$ cat src/rtl/led_scan_pkg.sv
// Shared types and constants for the led_scan_decoder running-light monitor.
package led_scan_pkg;

    localparam int unsigned NUM_LEDS = 7;

    typedef enum logic [1:0] {
        IDLE  = 2'd0,
        TRACK = 2'd1,
        FAULT = 2'd2
    } state_t;

    localparam logic [1:0] ERR_NONE    = 2'd0;
    localparam logic [1:0] ERR_PATTERN = 2'd1;
    localparam logic [1:0] ERR_JUMP    = 2'd2;
    localparam logic [1:0] ERR_STALL   = 2'd3;

    // True when exactly one LED is lit; all-dark and multi-hot are both rejected.
    function automatic logic is_onehot(input logic [NUM_LEDS-1:0] v);
        return (v != '0) && ((v & (v - {{(NUM_LEDS-1){1'b0}}, 1'b1})) == '0);
    endfunction

    // 1-based position of the highest lit LED; 0 when dark.
    function automatic logic [2:0] led_index(input logic [NUM_LEDS-1:0] v);
        logic [2:0] idx;
        idx = '0;
        for (int unsigned i = 0; i < NUM_LEDS; i++) begin
            if (v[i]) begin
                idx = 3'(i + 1);
            end
        end
        return idx;
    endfunction

endpackage

$ cat src/rtl/led_sync.sv
// Multi-bit flop-chain synchronizer with asynchronous active-low reset.
module led_sync #(
    parameter int unsigned WIDTH  = 7,
    parameter int unsigned STAGES = 2
) (
    input  logic             clk,
    input  logic             rst,
    input  logic [WIDTH-1:0] d,
    output logic [WIDTH-1:0] q
);

    logic [WIDTH-1:0] chain [STAGES];

    // Shift the raw lines through STAGES flops to resolve metastability.
    always_ff @(posedge clk or negedge rst) begin
        if (!rst) begin
            for (int unsigned i = 0; i < STAGES; i++) begin
                chain[i] <= '0;
            end
        end else begin
            chain[0] <= d;
            for (int unsigned i = 1; i < STAGES; i++) begin
                chain[i] <= chain[i-1];
            end
        end
    end

    assign q = chain[STAGES-1];

endmodule

$ cat src/rtl/led_scan_decoder.sv
// Receive-side monitor for a 7-LED running light: tracks the lit position,
// step direction and completed laps, and latches the first protocol error.
// Optional stall timeout enabled by defining LED_SCAN_TIMEOUT_EN.
module led_scan_decoder
    import led_scan_pkg::*;
#(
    parameter int unsigned SYNC_STAGES = 2,
    parameter int unsigned LAP_W       = 8,
    parameter int unsigned HOLD_MAX    = 16
) (
    input  logic             clk,
    input  logic             rst,
    input  logic             clr,
    input  logic             led_1,
    input  logic             led_2,
    input  logic             led_3,
    input  logic             led_4,
    input  logic             led_5,
    input  logic             led_6,
    input  logic             led_7,
    output logic [2:0]       pos,
    output logic             valid,
    output logic             step,
    output logic             dir,
    output logic [LAP_W-1:0] lap_cnt,
    output logic             err,
    output logic [1:0]       err_code
);

    localparam logic [2:0] POS_FIRST = 3'd1;
    localparam logic [2:0] POS_LAST  = 3'(NUM_LEDS);

    if (SYNC_STAGES < 2) begin : g_bad_sync
        $error("led_scan_decoder: SYNC_STAGES must be at least 2");
    end
    if (HOLD_MAX < 1) begin : g_bad_hold
        $error("led_scan_decoder: HOLD_MAX must be at least 1");
    end

    logic [NUM_LEDS-1:0] led_raw;
    logic [NUM_LEDS-1:0] led_s;
    logic                legal;
    logic [2:0]          idx;

    state_t              state_q, state_d;
    logic [2:0]          pos_q, pos_d;
    logic                valid_q, valid_d;
    logic                step_q, step_d;
    logic                dir_q, dir_d;
    logic [LAP_W-1:0]    lap_q, lap_d;
    logic                err_q, err_d;
    logic [1:0]          code_q, code_d;
    logic                fault;
    logic [1:0]          cause;

    assign led_raw = {led_7, led_6, led_5, led_4, led_3, led_2, led_1};

    led_sync #(
        .WIDTH  (NUM_LEDS),
        .STAGES (SYNC_STAGES)
    ) u_sync (
        .clk (clk),
        .rst (rst),
        .d   (led_raw),
        .q   (led_s)
    );

    // The last synchronizer flop serves as the decode register, so the
    // input-to-output latency is SYNC_STAGES+1 edges.
    assign legal = is_onehot(led_s);
    assign idx   = led_index(led_s);

`ifdef LED_SCAN_TIMEOUT_EN
    localparam int unsigned STALL_W = $clog2(HOLD_MAX + 1);
    logic [STALL_W-1:0] stall_q, stall_d;

    // Stall counter register; only advances while holding in TRACK.
    always_ff @(posedge clk or negedge rst) begin
        if (!rst) begin
            stall_q <= '0;
        end else begin
            stall_q <= stall_d;
        end
    end
`endif

    // Next-state and next-output logic; clr overrides every transition.
    always_comb begin
        state_d = state_q;
        pos_d   = pos_q;
        step_d  = 1'b0;
        dir_d   = dir_q;
        lap_d   = lap_q;
        err_d   = err_q;
        code_d  = code_q;
        fault   = 1'b0;
        cause   = ERR_NONE;
`ifdef LED_SCAN_TIMEOUT_EN
        stall_d = '0;
`endif
        if (clr) begin
            state_d = IDLE;
            pos_d   = '0;
            dir_d   = 1'b0;
            lap_d   = '0;
            err_d   = 1'b0;
            code_d  = ERR_NONE;
        end else begin
            case (state_q)
                IDLE: begin
                    if (legal) begin
                        state_d = TRACK;
                        pos_d   = idx;
                    end
                end
                TRACK: begin
                    if (!legal) begin
                        fault = 1'b1;
                        cause = ERR_PATTERN;
                    end else if (idx == pos_q) begin
`ifdef LED_SCAN_TIMEOUT_EN
                        if (stall_q == STALL_W'(HOLD_MAX - 1)) begin
                            fault = 1'b1;
                            cause = ERR_STALL;
                        end else begin
                            stall_d = stall_q + STALL_W'(1);
                        end
`endif
                    end else if (pos_q == POS_LAST && idx == POS_FIRST) begin
                        pos_d  = idx;
                        step_d = 1'b1;
                        dir_d  = 1'b1;
                        if (lap_q != '1) lap_d = lap_q + LAP_W'(1);
                    end else if (pos_q == POS_FIRST && idx == POS_LAST) begin
                        pos_d  = idx;
                        step_d = 1'b1;
                        dir_d  = 1'b0;
                        if (lap_q != '1) lap_d = lap_q + LAP_W'(1);
                    end else if (idx == pos_q + 3'd1) begin
                        pos_d  = idx;
                        step_d = 1'b1;
                        dir_d  = 1'b1;
                    end else if (idx == pos_q - 3'd1) begin
                        pos_d  = idx;
                        step_d = 1'b1;
                        dir_d  = 1'b0;
                    end else begin
                        fault = 1'b1;
                        cause = ERR_JUMP;
                    end
                end
                FAULT: begin
                end
                default: begin
                    state_d = IDLE;
                end
            endcase
        end

        if (fault) begin
            state_d = FAULT;
            pos_d   = '0;
            err_d   = 1'b1;
            if (!err_q) code_d = cause;
        end

        valid_d = (state_d == TRACK);
    end

    // State and registered outputs.
    always_ff @(posedge clk or negedge rst) begin
        if (!rst) begin
            state_q <= IDLE;
            pos_q   <= '0;
            valid_q <= 1'b0;
            step_q  <= 1'b0;
            dir_q   <= 1'b0;
            lap_q   <= '0;
            err_q   <= 1'b0;
            code_q  <= ERR_NONE;
        end else begin
            state_q <= state_d;
            pos_q   <= pos_d;
            valid_q <= valid_d;
            step_q  <= step_d;
            dir_q   <= dir_d;
            lap_q   <= lap_d;
            err_q   <= err_d;
            code_q  <= code_d;
        end
    end

    assign pos      = pos_q;
    assign valid    = valid_q;
    assign step     = step_q;
    assign dir      = dir_q;
    assign lap_cnt  = lap_q;
    assign err      = err_q;
    assign err_code = code_q;

endmodule

$ cat config.mk
export PLATFORM = sky130hd
export DESIGN_NAME = led_scan_decoder
export DESIGN_NICKNAME = d
export VERILOG_FILES = /design/src/rtl/led_scan_pkg.sv /design/src/rtl/led_sync.sv /design/src/rtl/led_scan_decoder.sv
export SDC_FILE = /design/constraint.sdc
export NUM_CORES = 1
export LEC_CHECK = 0
export ABC_AREA = 1
export CORE_MARGIN = 2
export CORE_UTILIZATION = 50
export CTS_BUF_LIST = sky130_fd_sc_hd__clkbuf_4
export CTS_CLUSTER_SIZE = 28
export DETAILED_ROUTE_END_ITERATION = 6
export PLACE_DENSITY = 0.74
export SLEW_MARGIN = 20
export SYNTH_ARGS = -nofsm -noshare
export SYNTH_HDL_FRONTEND = slang
export SYNTH_HIERARCHICAL = 1
export SYNTH_SLANG_ARGS = --single-unit
$ cat constraint.sdc
create_clock -name clk -period 2.13 [get_ports clk]
set_input_delay 0.5325 -clock clk [delete_from_list [all_inputs] [get_ports clk]]
set_output_delay 0.5325 -clock clk [all_outputs]
set_load 0.005 [all_outputs]
== Word-level counts from Yosys, hierarchy flattened ==
Cells that the tools add are included.

* Input bits: 10
* Bits in registers: 33

* Multiplexer cells: 65
* Bitwise operators: 1
* Reduce and logical (&&, ||, !) cells: 16
* Add/subtract/negate cells: 4
* Equality and inequality tests: 16

{| class="wikitable"
|+ Operator list
! kind !! number
|-
| $mux 8 || 7
|-
| $mux 3 || 15
|-
| $mux 2 || 14
|-
| $mux 1 || 27
|-
| $ne 4x4->1 const B || 3
|-
| $eq 3x3->1 || 3
|-
| $add 8x1->8 const B || 1
|-
| $ne 8x8->1 const B || 1
|-
| $reduce_and 4->1 || 2
|-
| $and 7x7->7 || 1
|-
| $logic_not 7->1 || 1
|-
| $ne 7x7->1 const B || 1
|-
| $reduce_bool 7->1 || 1
|-
| $sub 7x1->7 const B || 1
|-
| $eq 3x1->1 const B || 2
|-
| $eq 3x3->1 const B || 2
|-
| $pmux 3 s2 || 1
|-
| $reduce_bool 2->1 || 3
|-
| $reduce_and 5->1 || 1
|-
| $reduce_bool 5->1 || 1
|-
| $eq 2x1->1 const B || 2
|-
| $pmux 2 s2 || 1
|-
| $reduce_bool 4->1 || 1
|-
| $add 3x1->3 const B || 1
|-
| 7 further kinds || 9
|}

== Longest topological paths before layout ==
Gate-level depths: netlist (run 1).

* Depth in word-level cells: 18
* Mapped depth: 19
* Depth with buffers taken out: 19

== Modules after synthesis ==
The synthesis (run 1) kept the hierarchy.

{| class="wikitable"
|+ Modules (own cells, without submodules)
! module !! area an instance (um2) !! instances !! cells an instance !! seq. area each (um2)
|-
| led_scan_decoder || 1,442.6 || 1 || 208 || 475.5
|-
| led_sync || 402.9 || 1 || 21 || 350.3
|}

== Worst setup path after synthesis (run 1) ==
Ideal clock, no wire load.

* Path type: reg-to-reg
* From: reg pos_q[0], in the netlist pos[0]
* To: reg pos_q[0], in the netlist pos[0]
* Period minus slack after synthesis: 1.914 ns
* Cell stages (with the launch flop): 17
* Data required time: 2.013 ns
* Data arrival time: 1.797 ns
* Setup slack: 0.216 ns
* Cells stage by stage: dfrtp_1 ha_1 ha_1 inv_1 nand2_1 nand2_1 inv_1 nand2_1 nand2_1 nand3_1 nand3_1 nand2_2 nand2_1 nand3_2 nand2_1 nand2_1 nand2_1

* Cells in the longest elaborated chain, start to end: 12
* Elaborated cells between the ends (all ways): 31
* Classes of those cells: 2 x add/sub; 9 x eq/ne; 16 x mux; 4 x reduce/logical

{| class="wikitable"
|+ RTL lines
! item !! line !! RTL
|-
| from (decl) || led_scan_decoder.sv:46 || <nowiki>logic [2:0] pos_q, pos_d;</nowiki>
|-
| from (signal assigned) || led_scan_decoder.sv:183 || <nowiki>pos_q <= pos_d;</nowiki>
|-
| $sub 3x1->3 || led_scan_decoder.sv:143 || <nowiki>end else if (idx == pos_q - 3'd1) begin</nowiki>
|-
| $eq 3x3->1 || led_scan_decoder.sv:143 ||
|-
| $mux 1 || led_scan_decoder.sv:143 ||
|-
| $mux 1 || led_scan_decoder.sv:139 || <nowiki>end else if (idx == pos_q + 3'd1) begin</nowiki>
|-
| $mux 1 || led_scan_decoder.sv:134 || <nowiki>end else if (pos_q == POS_FIRST && idx == POS_LAST) begin</nowiki>
|-
| $mux 1 || led_scan_decoder.sv:129 || <nowiki>end else if (pos_q == POS_LAST && idx == POS_FIRST) begin</nowiki>
|-
| $mux 1 || led_scan_decoder.sv:120 || <nowiki>end else if (idx == pos_q) begin</nowiki>
|-
| $mux 1 || led_scan_decoder.sv:117 || <nowiki>if (!legal) begin</nowiki>
|-
| $mux 1 || led_scan_decoder.sv:109 || <nowiki>case (state_q)</nowiki>
|-
| $mux 1 || led_scan_decoder.sv:101 || <nowiki>if (clr) begin</nowiki>
|-
| $ne 7x7->1 (no source line) (tied with other cells) || n/a ||
|-
| $reduce_and 5->1 (no source line) || n/a ||
|}

Several ways; a longest one is shown, not always the timed one. The select of a mux whose other input is x is not followed.
A chain may end at the register's enable or synchronous reset.

== Worst setup path in the final report (run 1) ==
* From: reg pos_q[1], in the netlist pos[1]
* To: reg pos_q[0], in the netlist pos[0]

The elaborated chain is that of the path after synthesis.

==> results of run 1 <==
-- synthesized netlist by cell type --
cell type,number
o31ai_1,1
nor3_2,1
o21ai_1,1
a21oi_1,6
a21boi_2,1
nor3b_1,1
nand3_1,20
o21a_1,1
nor3_4,1
xnor2_1,1
nand3_2,3
buf_12,1
buf_4,7
nor3_1,6
nand2_4,1
nand2_2,5
clkbuf_4,1
nor2_1,18
nand4_1,3
nor2_4,2
xor2_1,2
nor4_1,1
and2_4,1
dfrtp_1,33
o21ai_0,11
inv_1,31
ha_1,5
nand2_1,60
o21ai_2,3
a31oi_1,1
-- worst reg2reg max path: stages, from the launching register on --
cell and delay (ps):
dfrtp_2 480, ha_4 190, ha_4 260, inv_1 30, nand2_1 50, nand2_1 70, inv_2 60, nand2_1 50
nand2_1 70, nand3_2 80, nand3_2 110, nand2_4 80, buf_4 130, a21oi_1 110, nand3_1 90, nand2_1 70
-- final timing paths --
check | startpoint | to | cells past startpoint
max | pos[1] | pos[0] | 15
min | u_sync/chain[9] | u_sync/q[2] | 0
max reg2reg | pos[1] | pos[0] | 15
min reg2reg | u_sync/chain[9] | u_sync/q[2] | 0
max in group asynchronous | rst | pos[0] | 2
min in group asynchronous | rst | pos[1] | 2
-- registers in the layout (all words and copies together) (netlist names) --
| name | flops |
|---|---|
| err_code | 2 |
| state_q | 2 |
| step | 1 |
| pos | 3 |
| u_sync/q | 7 |
| dir | 1 |
| lap_cnt | 8 |
| valid | 1 |
| err | 1 |
| u_sync/chain | 7 |
-- what timing repair did --
item | 4_1_cts | 5_1_grt
setup buffers | 0 | 10
gates cloned | 0 | 0
gates resized for setup | 1 | 23
pin swaps | 0 | 7
setup endpoints to repair | 1 | 14
-- kinds of logic after synthesis --
group           count (synthesis)  share of synthesized area, %
xor+xnor                        3                          1.42
compound gates                 25                          8.07
buf+inv                        40                          10.6
simple gates                  123                          31.7
flops                          33                          44.7
fa+ha+maj                       5                          3.39
-- metal layers --
metal | GRT usage (%) | up-vias | part of all wire (%)
met2 | 28.9 | 29 | 48
met3 | 4.69 | 9 | 3.7
li1 | - | 807 | -
met1 | 26.5 | 729 | 46
met5 | 0 | - | 0
met4 | 5.59 | 0 | 1.8
-- layout make-up --
class	count	area (um^2)
fill	319	1260
multi-input combinational	156	910
tap	48	60.1
timing repair buffer	42	380
clock buffer	5	37.5
inverter	31	116
sequential	33	828
clock inverter	2	11.3
-- power by group --
group	switching, uW	total, uW	leakage, uW	internal, uW
Clock	194	312	0.0000247	118
Sequential	38.1	696	0.000419	658
Combinational	197	357	0.000651	159
-- through the flow --
step	area [um^2]	setup slack (ps)	power [uW]	util (%)	hold WS (ps)
detailed placement	2130	19.5	991	59.1	335
CTS	2180	23.1	1310	60.5	357
global placement	2130	120	980	59.1	332
global route	2340	-6.85	1460	65.0	366
finish	2340	147	1360	65.0	355
floorplan	1850	216	887	-	237
==> reports/results.tsv, run 1 <==
stage	metric	value	unit
route	drt total wl	3.79	mm
outcome	run status	completed	
clock_network	Worst-Skew Late Latency	320	ps
place	Post-DP HPWL	2.70	mm
worst_hold_path	worst min-delay path class	reg -> reg	
critical_path	Max stage delay on crit path	480	ps
timing	Slew @ Worst Pin	505	ps
clock_network	Root Driver	clkbuf_4	
timing	fmax	0.504	GHz
power	leakage power	0.00110	uW
clock_network	maximum clock path buffer count	2	
critical_path	delay-heaviest family, CP	simple AND/OR/NAND/NOR gates	
power	pwr/cell area	582	nW/um^2
logic_synthesis	Synth area leader	dfrtp_1	
global_routing	total gr overflow	0	
critical_path	Worst R2R Setup Slack	150	ps
cells_and_area	most frequent cells in the layout	nand2_1, dfrtp_1, inv_1, clkdlybuf4s50_1	
clock_network	Reg clk slew, reported paths	90	ps
cells_and_area	Post-Layout Cell Count	317	
logic_synthesis	Avg Inst Size Synth	8.06	um^2
clock_network	Hold Buf Count CTS	0	
timing	minimum clock period	1980	ps
route	First-pass DRT Iterations	4	
clock_network	CTS tree	built	
power	VDD IR max	0.000520	V
route	DR vias	1574	
route	drt drc	0	
global_routing	GR Util All Layers	18.8	%
logic_synthesis	synth top area cells	dfrtp_1, nand2_1, inv_1	
global_routing	vias in the first global route	1368	
timing	setup TNS	0	ps
logic_synthesis	Cell Area, Synth	1850	um^2
place	PortBufs	26	
logic_synthesis	Mapped Cells	229	
logic_synthesis	Netlist cell types	30	
timing	Rel. slew slack	66.3	%
route	post-DR wirelength/cell	11.9	um
clock_network	Sink Count	33	
die	core region area	3610	um^2
timing	# setup viols final	0	
die	die height	64.8	um
cells_and_area	Nets	284	
logic_synthesis	share of the synthesized area in the top cell type	44.7	%
timing	skew final	6.00	ps
run	Max-Cap Viols	0	
critical_path	slowest cell on the critical path	dfrtp_2	
logic_synthesis	Yosys Warn Count	6	
critical_path	WP buf/inv	3	
die	die width	64.8	um
die	row count	22	
place	routability cong.	0.864	
place	Placed Instances	300	
critical_path	Crit. End Element	flip-flop	
cells_and_area	share of layout cells above drive strength 1	21.2	%
cells_and_area	most common cell after layout, fill and taps aside	nand2_1	
die	initial core utilization	51.2	%
die	die area	4190	um^2
route	antenna-violating nets left	0	
critical_path	crit path DAT	2250	ps
cells_and_area	Area Growth Syn to Fin	27.0	%
clock_network	Num CTS Buffers	5	
critical_path	CP cell instances	ha_4 > ha_4 > inv_1 > nand2_1 > nand2_1 > inv_2 > nand2_1 > nand2_1 > nand3_2 > nand3_2 > nand2_4 > buf_4 > a21oi_1 > nand3_1 > nand2_1	
logic_synthesis	Seq/Total Area, Yosys	44.7	%
die	Top Ports	27	
route	initial drt markers	79	
critical_path	CP max FO	6	
global_routing	largest net degree at the start of global routing	34	
cells_and_area	n_diodes	0	
clock_network	htree depth	2	
timing	Final Cycle Share	93.1	%
critical_path	Crit path top cell by count	nand2_1	
timing	Max Slew Vio Count	0	
timing	final hold vios	0	
logic_synthesis	Post-Syn Nets	244	
global_routing	initial antenna violation count	0	
critical_path	WP data required	2400	ps
critical_path	Worst setup SP type	flip-flop	
global_routing	first-pass GRT wire length	6.02	mm
route	DR vias/cell	4.97	
critical_path	critical path type	reg -> reg	
logic_synthesis	post-synthesis register bit count	33	
(Power assumes the default switching activity.)
==> run 2, diff against run 1 <==
Settings changed: TNS_END_PERCENT set to 10.
==> run 2 against run 1 <==
  * Die area did not move
  * Register-to-register slack barely moved
  * Utilization rose by 0.10 points
  * Maximum frequency increased by 0.13%
  * Final cell count unchanged
  * Hold slack about the same
  * Routed wire length grew 0.16%
  * Worst setup slack improved by 2.7 ps
  * Sequential power about the same
  * Via count down 0.13%
  * First-iteration DRC count is 7.6% higher
  * Non-clock buffer count is the same
  * Critical path type unchanged
  * Largest power group unchanged
  * Highest routed layer unchanged
==> reports/results.tsv, run 2 (synthesis results as in run 1) <==
stage	metric	value	unit	change
outcome	run status	completed		unchanged
cells_and_area	area of the multi-input gates	913	um^2	was 910 um^2
timing	hold slack	354	ps	was 355 ps
critical_path	CP max FO	6		unchanged
die	die height	64.8	um	unchanged
timing	minimum clock period	1980	ps	about the same
global_routing	first-pass GRT wire length	6.02	mm	unchanged
die	row count	22		unchanged
power	internal power	936	uW	about the same
power	pwr/cell area	582	nW/um^2	about the same
place	Post-DP HPWL	2.70	mm	unchanged
route	DR vias	1572		was 1574
critical_path	crit path DAT	2210	ps	was 2250 ps
clock_network	Reg clk slew, reported paths	90	ps	about the same
die	initial core utilization	51.2	%	unchanged
route	initial drt markers	85		was 79
timing	Slew @ Worst Pin	501	ps	was 505 ps
timing	fmax	0.505	GHz	was 0.504 GHz
critical_path	R2R Path Start	pos[1]		unchanged
route	drt total wl	3.79	mm	about the same
critical_path	worst setup path startpoint	pos[1]		unchanged
place	placed cell areas	2130	um^2	unchanged
critical_path	Worst setup SP type	flip-flop		unchanged
worst_hold_path	worst min-delay path class	reg -> reg		unchanged
power	sw frac	31.4	%	about the same
cells_and_area	max FFs per register	8		unchanged
clock_network	Num CTS Buffers	5		unchanged
timing	skew final	6.42	ps	was 6.00 ps
route	First-pass DRT Iterations	4		unchanged
route	drt drc	0		unchanged
cells_and_area	Filler Cell Count	318		was 319
critical_path	WP data required	2360	ps	was 2400 ps
power	Sequential Power Share	51.0	%	about the same
route	antenna-violating nets left	0		unchanged
clock_network	Worst-Skew Late Latency	320	ps	about the same
place	routability cong.	0.864		unchanged
timing	final hold vios	0		unchanged
global_routing	vias in the first global route	1368		unchanged
clock_network	CTS tree	built		unchanged
timing	# setup viols final	0		unchanged
cells_and_area	Nets	284		unchanged
route	post-DR wirelength/cell	12.0	um	was 11.9 um
timing	Final Cycle Share	93.0	%	was 93.1%
clock_network	Root Driver	clkbuf_4		unchanged
critical_path	Crit. End Element	flip-flop		unchanged
die	die area	4190	um^2	unchanged
clock_network	Hold Buf Count CTS	0		unchanged
global_routing	total gr overflow	0		unchanged
power	Logic pwr share	26.2	%	was 26.1%
timing	Rel. slew slack	66.6	%	was 66.3%
cells_and_area	n_diodes	0		unchanged
cells_and_area	most frequent cells in the layout	nand2_1, dfrtp_1, inv_1, clkdlybuf4s50_1		unchanged
timing	Max Slew Vio Count	0		unchanged
cells_and_area	share of layout cells above drive strength 1	21.2	%	unchanged
critical_path	critical path type	reg -> reg		unchanged
place	PortBufs	26		unchanged
die	Top Ports	27		unchanged
power	VDD IR max	0.000520	V	about the same
die	die width	64.8	um	unchanged
run	Max-Cap Viols	0		unchanged
global_routing	GR Util All Layers	18.8	%	unchanged
timing	setup TNS	0	ps	unchanged
die	core region area	3610	um^2	unchanged
global_routing	initial antenna violation count	0		unchanged
power	leakage power	0.00110	uW	about the same
power	clock share of power	22.9	%	about the same
cells_and_area	fin area	2350	um^2	was 2340 um^2
clock_network	Sink Count	33		unchanged
clock_network	maximum clock path buffer count	2		unchanged
cells_and_area	Area Growth Syn to Fin	27.2	%	was 27.0%
cells_and_area	Sequential Area	828	um^2	unchanged
global_routing	largest net degree at the start of global routing	34		unchanged
power	P_sw	429	uW	about the same
cells_and_area	most common cell after layout, fill and taps aside	nand2_1		unchanged
worst_hold_path	worst hold start	u_sync/chain[9]		unchanged
clock_network	htree depth	2		unchanged
route	DR vias/cell	4.96		was 4.97
==> run 2: cell count changes in the layout (fill, tap and decap cells not counted) <==
cell     delta
inv_1       +1
a21oi_1     -1
a21oi_2     +1
inv_2       -1
==> run 2: what timing repair did <==
| item | CTS | global route |
|---|---|---|
| resized for setup | 1 | 23 |
| setup endpoints to repair | 1 | 14 |
| setup buffers | 0 | 10 |
| pin swaps | 0 | 7 |
==> run 2: worst max-delay path: stages (launching register included) <==
cell	delay (ps)
dfrtp_2	480
ha_4	190
ha_4	260
nand3_1	80
nand2_1	80
inv_2	40
nand2_1	50
nand2_1	60
nand3_2	80
nand3_2	100
nand2_4	120
nand2_4	60
nand3_4	100
nand2_4	60
nand2_1	60
nand2_1	50
==> run 2: layer usage <==
metal	wire [um]	vias up	GRT usage, %
li1	-	806	-
met5	0	-	0
met3	137	9	4.69
met4	67	0	5.59
met2	1830	28	28.9
met1	1760	729	26.5
==> run 2: area by class of cell <==
class / count / area share [%]
clock buffers: 5 / 1.60
clock inverters: 2 / 0.480
inverters: 31 / 4.96
multi-input cells: 156 / 38.9
flip-flops and latches: 33 / 35.3
well taps: 48 / 2.56
repair buffers: 42 / 16.2
==> run 2: power by group through the flow <==
stage	clock network [uW]	registers, uW	logic [uW]
after floorplan	0	692	196
after global placement	0	700	280
after detailed placement	0	702	289
after CTS	324	691	291
after global routing	359	701	396
final	312	696	357
==> run 2: path summary, 6_finish.rpt <==
kind / to / slack (ps) / cells past startpoint
min: u_sync/q[2] / 350 / 0
max in group asynchronous: pos[0] / 1230 / 2
min reg2reg: u_sync/q[2] / 350 / 0
max reg2reg: pos[2] / 150 / 15
max: pos[2] / 150 / 15
min in group asynchronous: pos[1] / 590 / 2
==> run 2: through the flow <==
| step | total power, uW | worst slack (ps) | util [%] | std cells |
|---|---|---|---|---|
| 6_report | 1360 | 149 | 65.1 | 317 |
| 2_1_floorplan | 887 | 216 | - | 229 |
| 5_1_grt | 1460 | -11.9 | 65.1 | 317 |
| 4_1_cts | 1310 | 23.1 | 60.5 | 307 |
| 3_3_place_gp | 980 | 120 | 59.1 | 300 |
| 3_5_place_dp | 991 | 19.5 | 59.1 | 300 |
